<file path="src/rtl/branch_predictor_if.sv">
// Fetch-lookup and EX-resolve signal bundle between the pipeline and the branch predictor.
// The master side is the pipeline and the slave side is the predictor.
interface branch_predictor_if #(
   parameter int unsigned PC_W  = 9,
   parameter int unsigned CNT_W = 16
);
   logic [PC_W-1:0]  if_pc;
   logic             pred_taken;
   logic [31:0]      pred_target;
   logic             ex_branch;
   logic             ex_taken;
   logic [PC_W-1:0]  ex_pc;
   logic [31:0]      ex_imm;
   logic             ex_pred_taken;
   logic [31:0]      ex_pred_target;
   logic             mispredict;
   logic [31:0]      redirect_pc;
   logic [CNT_W-1:0] branch_count;
   logic [CNT_W-1:0] mispredict_count;

   modport master (
      output if_pc, ex_branch, ex_taken, ex_pc, ex_imm, ex_pred_taken, ex_pred_target,
      input  pred_taken, pred_target, mispredict, redirect_pc, branch_count, mispredict_count
   );

   modport slave (
      input  if_pc, ex_branch, ex_taken, ex_pc, ex_imm, ex_pred_taken, ex_pred_target,
      output pred_taken, pred_target, mispredict, redirect_pc, branch_count, mispredict_count
   );
endinterface

</file>
<file path="src/rtl/branch_predictor.sv">
// Direct-mapped BTB with 2-bit saturating counters: combinational fetch lookup,
// EX-stage resolve/redirect, table training and saturating performance counters.
module branch_predictor #(
   parameter int unsigned PC_W    = 9,
   parameter int unsigned ENTRIES = 16,
   parameter int unsigned CNT_W   = 16
) (
   input logic               clk,
   input logic               reset,
   branch_predictor_if.slave bus
);
   localparam int unsigned IDX_W = $clog2(ENTRIES);
   localparam int unsigned TAG_W = PC_W - IDX_W - 2;

   logic [ENTRIES-1:0] valid_q;
   logic [TAG_W-1:0]   tag_q    [ENTRIES];
   logic [31:0]        target_q [ENTRIES];
   logic [1:0]         ctr_q    [ENTRIES];
   logic [CNT_W-1:0]   branch_count_q;
   logic [CNT_W-1:0]   mispredict_count_q;

   logic [IDX_W-1:0] if_idx, ex_idx;
   logic [TAG_W-1:0] if_tag, ex_tag;
   logic             if_hit, ex_hit;
   logic [31:0]      ex_pc_ext, taken_target, actual;

   assign if_idx = bus.if_pc[IDX_W+1:2];
   assign if_tag = bus.if_pc[PC_W-1:IDX_W+2];
   assign ex_idx = bus.ex_pc[IDX_W+1:2];
   assign ex_tag = bus.ex_pc[PC_W-1:IDX_W+2];

   always_comb begin
      if_hit          = valid_q[if_idx] && (tag_q[if_idx] == if_tag);
      bus.pred_taken  = if_hit && ctr_q[if_idx][1];
      bus.pred_target = bus.pred_taken ? target_q[if_idx] : 32'(bus.if_pc) + 32'd4;
   end

   always_comb begin
      ex_pc_ext       = 32'(bus.ex_pc);
      taken_target    = ex_pc_ext + bus.ex_imm;
      actual          = bus.ex_taken ? taken_target : ex_pc_ext + 32'd4;
      ex_hit          = valid_q[ex_idx] && (tag_q[ex_idx] == ex_tag);
      bus.redirect_pc = actual;
      bus.mispredict  = !reset && bus.ex_branch &&
                        ((bus.ex_taken != bus.ex_pred_taken) ||
                         (bus.ex_taken && (bus.ex_pred_target != actual)));
   end

   // A taken miss replaces whatever entry aliases at this index.
   always_ff @(posedge clk or posedge reset) begin
      if (reset) begin
         valid_q <= '0;
         for (int i = 0; i < int'(ENTRIES); i++) begin
            tag_q[i]    <= '0;
            target_q[i] <= '0;
            ctr_q[i]    <= 2'b01;
         end
      end else if (bus.ex_branch) begin
         if (ex_hit) begin
            if (bus.ex_taken) begin
               target_q[ex_idx] <= taken_target;
               if (ctr_q[ex_idx] != 2'b11) ctr_q[ex_idx] <= ctr_q[ex_idx] + 2'd1;
            end else if (ctr_q[ex_idx] != 2'b00) begin
               ctr_q[ex_idx] <= ctr_q[ex_idx] - 2'd1;
            end
         end else if (bus.ex_taken) begin
            valid_q[ex_idx]  <= 1'b1;
            tag_q[ex_idx]    <= ex_tag;
            target_q[ex_idx] <= taken_target;
            ctr_q[ex_idx]    <= 2'b10;
         end
      end
   end

   always_ff @(posedge clk or posedge reset) begin
      if (reset) begin
         branch_count_q     <= '0;
         mispredict_count_q <= '0;
      end else begin
         if (bus.ex_branch && (branch_count_q != '1)) branch_count_q <= branch_count_q + 1'b1;
         if (bus.mispredict && (mispredict_count_q != '1)) begin
            mispredict_count_q <= mispredict_count_q + 1'b1;
         end
      end
   end

   assign bus.branch_count     = branch_count_q;
   assign bus.mispredict_count = mispredict_count_q;
endmodule

</file>
<file path="src/flat_wrapper.sv">
// flat-port wrapper written by rule: the top's interface ports become plain ports
module branch_predictor_flat 
#(
   parameter int unsigned PC_W    = 9,
   parameter int unsigned ENTRIES = 16,
   parameter int unsigned CNT_W   = 16
)
  (clk, reset, bus_if_pc, bus_ex_branch, bus_ex_taken, bus_ex_pc, bus_ex_imm, bus_ex_pred_taken, bus_ex_pred_target, bus_pred_taken, bus_pred_target, bus_mispredict, bus_redirect_pc, bus_branch_count, bus_mispredict_count);
  branch_predictor_if #(.PC_W(PC_W), .CNT_W(CNT_W)) bus_i ();
  input logic clk;
  input logic reset;
  input wire logic [$bits(bus_i.if_pc)-1:0] bus_if_pc;
  input wire logic [$bits(bus_i.ex_branch)-1:0] bus_ex_branch;
  input wire logic [$bits(bus_i.ex_taken)-1:0] bus_ex_taken;
  input wire logic [$bits(bus_i.ex_pc)-1:0] bus_ex_pc;
  input wire logic [$bits(bus_i.ex_imm)-1:0] bus_ex_imm;
  input wire logic [$bits(bus_i.ex_pred_taken)-1:0] bus_ex_pred_taken;
  input wire logic [$bits(bus_i.ex_pred_target)-1:0] bus_ex_pred_target;
  output wire logic [$bits(bus_i.pred_taken)-1:0] bus_pred_taken;
  output wire logic [$bits(bus_i.pred_target)-1:0] bus_pred_target;
  output wire logic [$bits(bus_i.mispredict)-1:0] bus_mispredict;
  output wire logic [$bits(bus_i.redirect_pc)-1:0] bus_redirect_pc;
  output wire logic [$bits(bus_i.branch_count)-1:0] bus_branch_count;
  output wire logic [$bits(bus_i.mispredict_count)-1:0] bus_mispredict_count;
  assign bus_i.if_pc = bus_if_pc;
  assign bus_i.ex_branch = bus_ex_branch;
  assign bus_i.ex_taken = bus_ex_taken;
  assign bus_i.ex_pc = bus_ex_pc;
  assign bus_i.ex_imm = bus_ex_imm;
  assign bus_i.ex_pred_taken = bus_ex_pred_taken;
  assign bus_i.ex_pred_target = bus_ex_pred_target;
  assign bus_pred_taken = bus_i.pred_taken;
  assign bus_pred_target = bus_i.pred_target;
  assign bus_mispredict = bus_i.mispredict;
  assign bus_redirect_pc = bus_i.redirect_pc;
  assign bus_branch_count = bus_i.branch_count;
  assign bus_mispredict_count = bus_i.mispredict_count;
  branch_predictor #(.PC_W(PC_W), .ENTRIES(ENTRIES), .CNT_W(CNT_W)) u_core (.clk(clk), .reset(reset), .bus(bus_i));
endmodule
</file>
<file path="config.mk">
export PLATFORM = sky130hd
export DESIGN_NAME = branch_predictor_flat
export DESIGN_NICKNAME = d
export VERILOG_FILES = /design/src/rtl/branch_predictor_if.sv /design/src/rtl/branch_predictor.sv /design/src/flat_wrapper.sv
export SDC_FILE = /design/constraint.sdc
export NUM_CORES = 2
export LEC_CHECK = 0
export BUFFER_PORTS_ARGS = -buffer_cell sky130_fd_sc_hd__buf_2
export CAP_MARGIN = 15
export CORE_MARGIN = 4
export CORE_UTILIZATION = 37
export DETAILED_ROUTE_END_ITERATION = 8
export GPL_ROUTABILITY_DRIVEN = 0
export PLACE_DENSITY = 0.67
export SKIP_LAST_GASP = 1
export SLEW_MARGIN = 5
export SYNTH_ARGS = -nofsm -noshare
export SYNTH_HDL_FRONTEND = slang
export SYNTH_SLANG_ARGS = --single-unit
</file>
<file path="constraint.sdc">
create_clock -name clk -period 17.45 [get_ports clk]
set_input_delay 0.8725 -clock clk [delete_from_list [all_inputs] [get_ports clk]]
set_output_delay 0.8725 -clock clk [all_outputs]
set_load 0.01 [all_outputs]
</file>
==> impl_metrics.ini <==
[finish]
nNetsFinal = 2913
n_fill_cell = 7686
regArea_sq_um = 16000
multi_input_comb_area_sq_um = 13800
drive_gt1_share_pct = 25.1
layout-area-overhead-vs-synth_pct = 13.2

[placed_design]
io_buffers = 184
pre_cts_ws_ns = 11.32
dp_hpwl_mm = 53.2

[sta]
min_period_over_period_pct = 35.1
hold_viol = 0
maxSlewViolCount = 0
worstMarginPinSlew_ns = 1.07
rsz0062_at_grt = false
max_freq_mhz = 163
final.setup.worst_slack_ns = 11.33
setup_tns_ns = 0
min_period_ns = 6.12
fin_skew_ns = 0.0137
slew_headroom_pct = 28.3
fin_hold_ws_ns = 0.451
setup_viol = 0

[job]
maxCapViolCount = 0

[route]
remaining_drc_errors = 0
vias = 21500
wl_per_cell_um = 21.9
dr.pass1.iters = 5
via_per_inst = 5.46
drt_wl_total_mm = 86.1
drt_iter0_drc = 1835
antenna_left = 0

[synth]
synth_common_cells = dfrtp_1 (624), nand2_1 (568), o21ai_0 (506)
ys_seq_area_share_pct = 52.4
ys_seq_elements = 640
synth_cells = 2730
synth_flop_cell = dfrtp_1
syn_avg_cell_area_sq_um = 11.2
synth_area_leaders = dfrtp_1 (51%), mux4_2 (15%), o21ai_0 (8.3%), nand2_1 (7.0%), mux2_2 (3.8%)
async_flop_share_pct = 100
yosys_warnings = 0
yosysMostFrequentCell = dfrtp_1
netlist_area_sq_um = 30600
yosysTopAreaCell = dfrtp_1
synth_cell_types = 77
synth_top_area_share_pct = 51.0
synthesis.nets = 2836
synth_edf_count = 0

[setup_path]
start_kind = input pin
end_kind = output port
cp_common_cell = buf_2
cp_max_fo = 20
critPathKind = in2out
cp.required_ns = 16.58
path_cells = buf_2 > ha_1 > inv_1 > fa_1 > nand2b_1 > a211oi_4 > o2111ai_1 > xor2_2 > xnor2_1 > or3b_1 > a21o_1 > a221o_1 > nor4_4 > buf_4 > nor2b_1 > buf_2
worst_path_largest_cell_delay_ns = 0.67
worst_ep_arrival_time_ns = 5.25
startpoint = bus_ex_pc[0]
r2r_start = u_core.tag_q[37]$_DFFE_PP0P_
slowest_stage = xor2_2

[pwr]
powerDensity_nw_per_um2 = 118
leakage_nw = 15.3
finalPower_w = 0.00408
vdd_drop_max_v = 0.0000799

[clock_tree]
post_cts_buffers = 0
cts-hold-fix-buffers = 0
cts_tree = built
clockBufferDepth = 3
cts_made_buffers = 60
clk_pin_slew_ns = 0.06
cts-root-buf = clkbuf_16
clock_latency_ns = 0.64
cts_resized = 0
h-tree-depth = 2
clkSinkCount = 640

[die]
io_pins = 185
die_x_um = 296
die_area_sq_um = 87400
core-area_sq_um = 82100
die_h_um = 296
initial_core_util_pct = 37.3
row_count = 105

[grt]
grt_max_degree = 153
grt_pass1_wl_mm = 133
grt_overflow = 0
antenna_found_initial = 9
grt_pass1_vias = 21600
grtUsageTotal_pct = 19.7

[worst_hold_path]
hold_path.class = in2async

[run_status]
status = finished, final reports clean
[per-stage QoR]
stage	util, %	instances	instance area, sq um
after floorplan	-	2730	30600
after global placement	39.7	3813	32600
after detailed placement	39.7	3814	32600
after CTS	42.2	3923	34600
after global routing	42.2	3924	34600
final	42.2	3927	34700
[path summary, 6_finish.rpt]
path | end | slack (ns) | cells past startpoint
max | bus_mispredict | 11.33 | 16
min reg2reg | u_core.target_q[137]$_DFFE_PP0P_ | 0.47 | 2
max reg2reg | u_core.ctr_q[27]$_DFFE_PP0P_ | 13.77 | 9
min in group clk | u_core.target_q[137]$_DFFE_PP0P_ | 0.47 | 2
min | u_core.target_q[386]$_DFFE_PP0P_ | 0.45 | 3
max in group asynchronous | u_core.valid_q[7]$_DFFE_PP0P_ | 13.97 | 6
[cells by family after synthesis]
kind of cell,count (synthesis),synth area share [%]
AND/OR/NAND/NOR,828,11.6
flip-flops,640,52.4
multiplexers,315,19.1
XOR/XNOR,87,2.56
buffers and inverters,243,3.02
adder cells (fa/ha/maj),19,0.801
AO/OA/AOI/OAI,598,10.5
[worst max-delay path: cells and delay by family]
family / cells / cell delay [ns]
buffers and inverters: 4 / 0.59
XOR/XNOR: 2 / 0.78
AND/OR/NAND/NOR: 4 / 0.95
adder cells (fa/ha/maj): 2 / 0.77
AO/OA/AOI/OAI: 4 / 1.28
[cell usage in the layout (no fill, tap or decap), types with 12 or more instances in the layout]
cell type / count
a21oi_1: 26
and3_1: 12
buf_2: 181
buf_4: 55
clkbuf_1: 18
clkbuf_16: 60
clkbuf_8: 13
dfrtp_1: 624
dfstp_2: 16
ha_1: 18
inv_1: 17
mux2_2: 103
mux4_2: 206
nand2_1: 552
nand2_2: 16
nand3_1: 27
nand4_1: 15
nor2_1: 93
nor2b_1: 24
nor3_1: 15
o21ai_0: 506
or2_2: 17
xnor2_1: 39
xor2_1: 34
[report_power, final]
part | internal [W] | total [W] | leakage (nW) | switching (W)
clock network | 0.000792 | 0.00137 | 0.993 | 0.000574
logic | 0.000373 | 0.000754 | 6.10 | 0.000381
registers | 0.00179 | 0.00196 | 8.20 | 0.000172
total | 0.00295 | 0.00408 | 15.3 | 0.00113
[layout make-up]
class                           count  area share, %
Sequential cell                   640           46.3
Clock inverter                     18          0.834
Timing Repair Buffer              239           3.94
Antenna cell                        3         0.0217
Inverter                           19          0.217
Clock buffer                       91           5.04
Tap cell                         1070           3.86
Multi-Input combinational cell   1847           39.8
[per-layer routing]
metal | part of all wire [%] | GRT usage (%) | vias to the layer above | wire [um]
met5 | 0.072 | 0 | - | 62
met3 | 6.8 | 3.75 | 151 | 5830
met2 | 46 | 30.8 | 670 | 39200
met1 | 45 | 28.2 | 10800 | 38500
met4 | 2.9 | 6.17 | 10 | 2520
li1 | - | - | 9795 | -
[flip-flops by register name (all words and copies together) (netlist names)]
register                     cells
u_core.tag_q                    48
u_core.bus.branch_count         16
u_core.ctr_q                    32
u_core.target_q                512
u_core.valid_q                  16
u_core.bus.mispredict_count     16
No activity file was read; power rests on OpenSTA's default activity.
